<file path="src/rtl/launch_command_parser_if.sv">
// Command/result bundle between the keyboard-side source and the launch command parser.
// The master drives decoded characters; the slave returns committed launch settings.
interface launch_command_parser_if;
  logic [7:0] input_character;
  logic       input_made;
  logic [7:0] velocity;
  logic [7:0] angle;
  logic       fire;
  logic       busy;
  logic [1:0] mode;
  logic [9:0] entry_value;
  logic       cmd_error;

  modport master (
    output input_character, input_made,
    input  velocity, angle, fire, busy, mode, entry_value, cmd_error
  );

  modport slave (
    input  input_character, input_made,
    output velocity, angle, fire, busy, mode, entry_value, cmd_error
  );
endinterface

</file>
<file path="src/rtl/launch_command_parser.sv">
// Parses typed V/A/digit/Enter/F commands into velocity and angle settings plus a rate-limited fire.
// Optional macro ANGLE_CLAMP_EN limits committed angles to 180 degrees instead of 255.
module launch_command_parser #(
  parameter int unsigned COOLDOWN_CYCLES = 32'd50_000_000,
  parameter logic [7:0]  VEL_RESET       = 8'd0,
  parameter logic [7:0]  ANG_RESET       = 8'd90
) (
  input logic                     clock,
  input logic                     reset,
  launch_command_parser_if.slave  cmd_if
);

  typedef enum logic [1:0] {StIdle = 2'b00, StVel = 2'b01, StAng = 2'b10} state_e;

  // A zero cooldown degenerates to "never busy" rather than wrapping the counter.
  localparam logic [31:0] CoolLoad = (COOLDOWN_CYCLES == 0) ? 32'd0 : COOLDOWN_CYCLES - 32'd1;

`ifdef ANGLE_CLAMP_EN
  localparam logic [9:0] AngMax = 10'd180;
`else
  localparam logic [9:0] AngMax = 10'd255;
`endif

  state_e      state_q, state_d;
  logic [9:0]  acc_q, acc_d;
  logic [1:0]  cnt_q, cnt_d;
  logic [7:0]  vel_q, vel_d;
  logic [7:0]  ang_q, ang_d;
  logic        fire_q, fire_d;
  logic        err_q, err_d;
  logic [31:0] cool_q, cool_d;

  logic [7:0] ch;
  logic       is_vel, is_ang, is_digit, is_enter, is_bs, is_fire, busy;
  logic [7:0] clamp_vel, clamp_ang;

  assign ch       = cmd_if.input_character;
  assign is_vel   = cmd_if.input_made && (ch == 8'h56 || ch == 8'h76);
  assign is_ang   = cmd_if.input_made && (ch == 8'h41 || ch == 8'h61);
  assign is_digit = cmd_if.input_made && (ch >= 8'h30) && (ch <= 8'h39);
  assign is_enter = cmd_if.input_made && (ch == 8'h0D);
  assign is_bs    = cmd_if.input_made && (ch == 8'h08);
  assign is_fire  = cmd_if.input_made && (ch == 8'h46 || ch == 8'h66);
  assign busy     = (cool_q != 32'd0);

  assign clamp_vel = (acc_q > 10'd255) ? 8'd255 : acc_q[7:0];
  assign clamp_ang = (acc_q > AngMax) ? AngMax[7:0] : acc_q[7:0];

  // State register and datapath registers
  always_ff @(posedge clock) begin
    if (reset) begin
      state_q <= StIdle;
      acc_q   <= 10'd0;
      cnt_q   <= 2'd0;
      vel_q   <= VEL_RESET;
      ang_q   <= ANG_RESET;
      fire_q  <= 1'b0;
      err_q   <= 1'b0;
      cool_q  <= 32'd0;
    end else begin
      state_q <= state_d;
      acc_q   <= acc_d;
      cnt_q   <= cnt_d;
      vel_q   <= vel_d;
      ang_q   <= ang_d;
      fire_q  <= fire_d;
      err_q   <= err_d;
      cool_q  <= cool_d;
    end
  end

  // Next-state logic
  always_comb begin
    state_d = state_q;
    if (is_vel) begin
      state_d = StVel;
    end else if (is_ang) begin
      state_d = StAng;
    end else if (is_enter) begin
      state_d = StIdle;
    end
  end

  // Datapath next values; the cooldown counter runs independently of the command FSM.
  always_comb begin
    acc_d  = acc_q;
    cnt_d  = cnt_q;
    vel_d  = vel_q;
    ang_d  = ang_q;
    fire_d = 1'b0;
    err_d  = 1'b0;
    cool_d = busy ? cool_q - 32'd1 : cool_q;
    if (is_vel || is_ang || is_bs) begin
      acc_d = 10'd0;
      cnt_d = 2'd0;
    end else if (is_digit) begin
      if (state_q != StIdle && cnt_q != 2'd3) begin
        acc_d = acc_q * 10'd10 + {6'd0, ch[3:0]};
        cnt_d = cnt_q + 2'd1;
      end else begin
        err_d = 1'b1;
      end
    end else if (is_enter && state_q != StIdle) begin
      acc_d = 10'd0;
      cnt_d = 2'd0;
      if (cnt_q == 2'd0) begin
        err_d = 1'b1;
      end else if (state_q == StVel) begin
        vel_d = clamp_vel;
      end else begin
        ang_d = clamp_ang;
      end
    end else if (is_fire) begin
      if (state_q == StIdle && !busy) begin
        fire_d = 1'b1;
        cool_d = CoolLoad;
      end else begin
        err_d = 1'b1;
      end
    end
  end

  // Outputs
  always_comb begin
    cmd_if.mode        = state_q;
    cmd_if.velocity    = vel_q;
    cmd_if.angle       = ang_q;
    cmd_if.entry_value = acc_q;
    cmd_if.fire        = fire_q;
    cmd_if.cmd_error   = err_q;
    cmd_if.busy        = busy;
  end

endmodule

</file>
<file path="src/flat_wrapper.sv">
// flat-port wrapper written by rule: the top's interface ports become plain ports
module launch_command_parser_flat 
#(
  parameter int unsigned COOLDOWN_CYCLES = 32'd50_000_000,
  parameter logic [7:0]  VEL_RESET       = 8'd0,
  parameter logic [7:0]  ANG_RESET       = 8'd90
)
  (clock, reset, cmd_if_input_character, cmd_if_input_made, cmd_if_velocity, cmd_if_angle, cmd_if_fire, cmd_if_busy, cmd_if_mode, cmd_if_entry_value, cmd_if_cmd_error);
  launch_command_parser_if cmd_if_i ();
  input logic clock;
  input logic reset;
  input wire logic [$bits(cmd_if_i.input_character)-1:0] cmd_if_input_character;
  input wire logic [$bits(cmd_if_i.input_made)-1:0] cmd_if_input_made;
  output wire logic [$bits(cmd_if_i.velocity)-1:0] cmd_if_velocity;
  output wire logic [$bits(cmd_if_i.angle)-1:0] cmd_if_angle;
  output wire logic [$bits(cmd_if_i.fire)-1:0] cmd_if_fire;
  output wire logic [$bits(cmd_if_i.busy)-1:0] cmd_if_busy;
  output wire logic [$bits(cmd_if_i.mode)-1:0] cmd_if_mode;
  output wire logic [$bits(cmd_if_i.entry_value)-1:0] cmd_if_entry_value;
  output wire logic [$bits(cmd_if_i.cmd_error)-1:0] cmd_if_cmd_error;
  assign cmd_if_i.input_character = cmd_if_input_character;
  assign cmd_if_i.input_made = cmd_if_input_made;
  assign cmd_if_velocity = cmd_if_i.velocity;
  assign cmd_if_angle = cmd_if_i.angle;
  assign cmd_if_fire = cmd_if_i.fire;
  assign cmd_if_busy = cmd_if_i.busy;
  assign cmd_if_mode = cmd_if_i.mode;
  assign cmd_if_entry_value = cmd_if_i.entry_value;
  assign cmd_if_cmd_error = cmd_if_i.cmd_error;
  launch_command_parser #(.COOLDOWN_CYCLES(COOLDOWN_CYCLES), .VEL_RESET(VEL_RESET), .ANG_RESET(ANG_RESET)) u_core (.clock(clock), .reset(reset), .cmd_if(cmd_if_i));
endmodule
</file>
<file path="config.mk">
export PLATFORM = sky130hd
export DESIGN_NAME = launch_command_parser_flat
export DESIGN_NICKNAME = d
export VERILOG_FILES = /design/src/rtl/launch_command_parser_if.sv /design/src/rtl/launch_command_parser.sv /design/src/flat_wrapper.sv
export SDC_FILE = /design/constraint.sdc
export NUM_CORES = 1
export LEC_CHECK = 0
export CAP_MARGIN = 5
export CORE_MARGIN = 4
export CORE_UTILIZATION = 30
export CTS_BUF_LIST = sky130_fd_sc_hd__clkbuf_8
export CTS_CLUSTER_DIAMETER = 60
export DETAILED_ROUTE_END_ITERATION = 12
export GPL_ROUTABILITY_DRIVEN = 0
export MAX_ROUTING_LAYER = met4
export PLACE_DENSITY_LB_ADDON = 0.15
export SETUP_SLACK_MARGIN = 0.4
export SLEW_MARGIN = 20
export SYNTH_ARGS = -nofsm -noshare
export SYNTH_HDL_FRONTEND = slang
export SYNTH_SLANG_ARGS = --single-unit
export TNS_END_PERCENT = 1
</file>
<file path="constraint.sdc">
create_clock -name clock -period 4.5 [get_ports clock]
set_clock_uncertainty 0.2 [all_clocks]
set_input_delay 0.9 -clock clock [delete_from_list [all_inputs] [get_ports clock]]
set_output_delay 0.9 -clock clock [all_outputs]
set_load 0.02 [all_outputs]
</file>
==> flow_summary.toml <==
[clock_network]
ctsResizeCount = 0
root_buffer = "clkbuf_8"
cts_max_level = 3
hold_buffers = 0
clk_latency_ns = 0.35
clkSinkCount = 64
cts_buffer_depth = 2
cts_buffers = 9
cts_tree = "yes"
post_cts.repair.setup_buffers = 0
clk_pin_slew_ns = 0.08

[run_status]
status = "finished clean"

[yosys]
synth_top_area_frac = 0.366
async_flop_share = 0
synth_area_leaders = "dfxtp_1 (37%), nor2_1 (7.0%), ha_1 (6.4%), xor2_1 (5.3%), nor3_1 (3.3%)"
yosys.cell_types.count = 54
yosysSeqAreaShare = 0.366
ys_seq_elements = 64
synth-main-ff-cell = "dfxtp_1"
synth_edf_count = 0
yosys.area.top_type = "dfxtp_1"
syn_area_um2 = 3500
syn_nets = 427
syn_area_per_cell_um2 = 8.85
postSynthCellCount = 396
yosys_warnings = 0

[final_layout]
final_common_cell = "nor2_1"
nets = 462
instances_no_fill = 579
drive_gt1_frac = 0.0826
antennaDiodeCount = 0
area_growth_pct = 20.3
final_core_utilization = 0.369
layout_common_cells = "nor2_1 (65), dfxtp_1 (64), clkdlybuf4s50_1 (41), nor3_1 (23)"
final_area_um2 = 4210

[floorplanning]
core_area_um2 = 11400
io-pin-count = 42
rows = 39
initial_utilization = 0.307
die_w_um = 116
die_area_um2 = 13500
die_h_um = 116

[detailed_routing]
vias_per_cell = 5.08
vias = 2939
drtIter0Drc = 100
wl_per_cell_um = 14.7
remaining_drc_errors = 0
ant_nets = 0
drt_wl_total_um = 8530
first_pass_iters = 4

[place]
pre_cts_ws_ns = 0.831
place_area_um2 = 3980
place_hpwl_um = 6170
place_inst = 563
portBuffers = 41

[pwr]
vdd.ir_drop.worst_uv = 235
leakagePower_uw = 0.00156
p_per_area_nw_per_um2 = 568

[worst_hold_path]
hp-class = "flip-flop to flip-flop"

[timing]
setup_tns_ns = 0
grt_setup_unrepaired = "no"
period_minus_slack_ns = 3.74
worst_slew_pin_slew_ns = 0.846
hold_viol = 0
final-setup-viol-count = 0
worst_slack_ns = 0.761
slew_headroom = 0.433
fin_crit_sh = 0.831
max_freq_mhz = 267
drv_slew = 0

[flow_run]
max_cap_viol_count = 0

[critical_path]
crit_required_ns = 3.40
worst-path-max-fanout = 11
startpoint_type = "flip-flop"
crit_type = "flip-flop to output port"
endpoint_kind = "output port"
crit_arrival_ns = 2.64
r2r_slack_ns = 1.72

[global_routing]
grt_max_degree = 38
grt_pass1_vias = 2909
gr-total-overflow = 0
grt_util_all_layers = 0.141
antenna_found_initial = 0
grt_pass1_wl_um = 14400
## cell usage after synthesis, types with 3 or more instances
library cell / n
a31oi_1: 6
dfxtp_1: 64
inv_1: 10
nor3_1: 23
nand3_1: 18
a211oi_1: 11
ha_1: 18
nor3b_1: 3
buf_6: 6
xnor2_1: 13
o21ai_0: 6
a22oi_1: 9
o31ai_1: 3
nand4b_1: 3
buf_2: 3
or4_1: 5
nand2_1: 13
nand3b_1: 5
or3_1: 5
a21oi_1: 21
a211o_1: 4
nand4_1: 3
xor2_1: 21
clkbuf_1: 8
nand2b_1: 4
nor2_1: 65
nor4_1: 7
## sequential cells by signal, summed over array words and instances, names as in the netlist
| signal | flops |
|---|---|
| u_core.cmd_if.angle | 8 |
| u_core.cmd_if.velocity | 8 |
| u_core.cool_q | 32 |
| u_core.cmd_if.mode | 2 |
| u_core.cnt_q | 2 |
| u_core.cmd_if.fire | 1 |
| u_core.cmd_if.entry_value | 10 |
| u_core.cmd_if.cmd_error | 1 |
## where the power goes
group          switching, µW  leakage [µW]  total [µW]  internal [µW]
clock network            254      0.000111         573            318
logic                    586      0.000928        1010            425
registers                132      0.000519         808            676
total                    972       0.00156        2390           1420
## metrics by stage
stage	total power (µW)	hold slack [ns]
after CTS	2410	0.277
after global placement	1810	0.254
after detailed placement	1830	0.259
final	2390	0.271
after global routing	2590	0.293
after floorplan	1630	0.278
## cells by family (layout without fill, tap and decap cells)
kind of cell | after synthesis | after routing | synth area share
XOR/XNOR | 34 | 34 | 0.0850
flip-flops | 64 | 64 | 0.366
adder cells (fa/ha/maj) | 20 | 20 | 0.0757
AO/OA/AOI/OAI | 73 | 73 | 0.142
AND/OR/NAND/NOR | 177 | 177 | 0.288
buffers and inverters | 28 | 68 | 0.0439
## worst paths after layout
path | start | depth (start not counted) | end
worst max-delay path | u_core.cool_q[0] | 6 | cmd_if_busy
worst min register to register | u_core.cmd_if.angle[4] | 1 | u_core.cmd_if.angle[4]
worst max register to register | u_core.cmd_if.entry_value[1] | 9 | u_core.cmd_if.entry_value[9]
worst min-delay path | u_core.cmd_if.angle[4] | 1 | u_core.cmd_if.angle[4]
## metal layers
metal	wire length, µm	track usage	vias to the layer above
met1	4000	0.168	1391
met2	4160	0.230	39
met4	131	0.0425	0
met3	237	0.0418	12
met5	0	-	-
li1	-	-	1497
## critical path: stages (launching register included)
cell	delay, ns
dfxtp_1	0.35
inv_1	0.09
ha_1	0.17
nor3b_1	0.25
nand3_1	0.19
or4_4	0.64
clkdlybuf4s50_1	0.58
## final cells by class
cell class	count	area, µm²
Timing Repair Buffer	42	418
Tap cell	143	179
Fill cell	1201	7200
Multi-Input combinational cell	304	2070
Clock buffer	9	124
Sequential cell	64	1280
Clock inverter	7	103
Inverter	10	37.5
(Power assumes the default switching activity.)
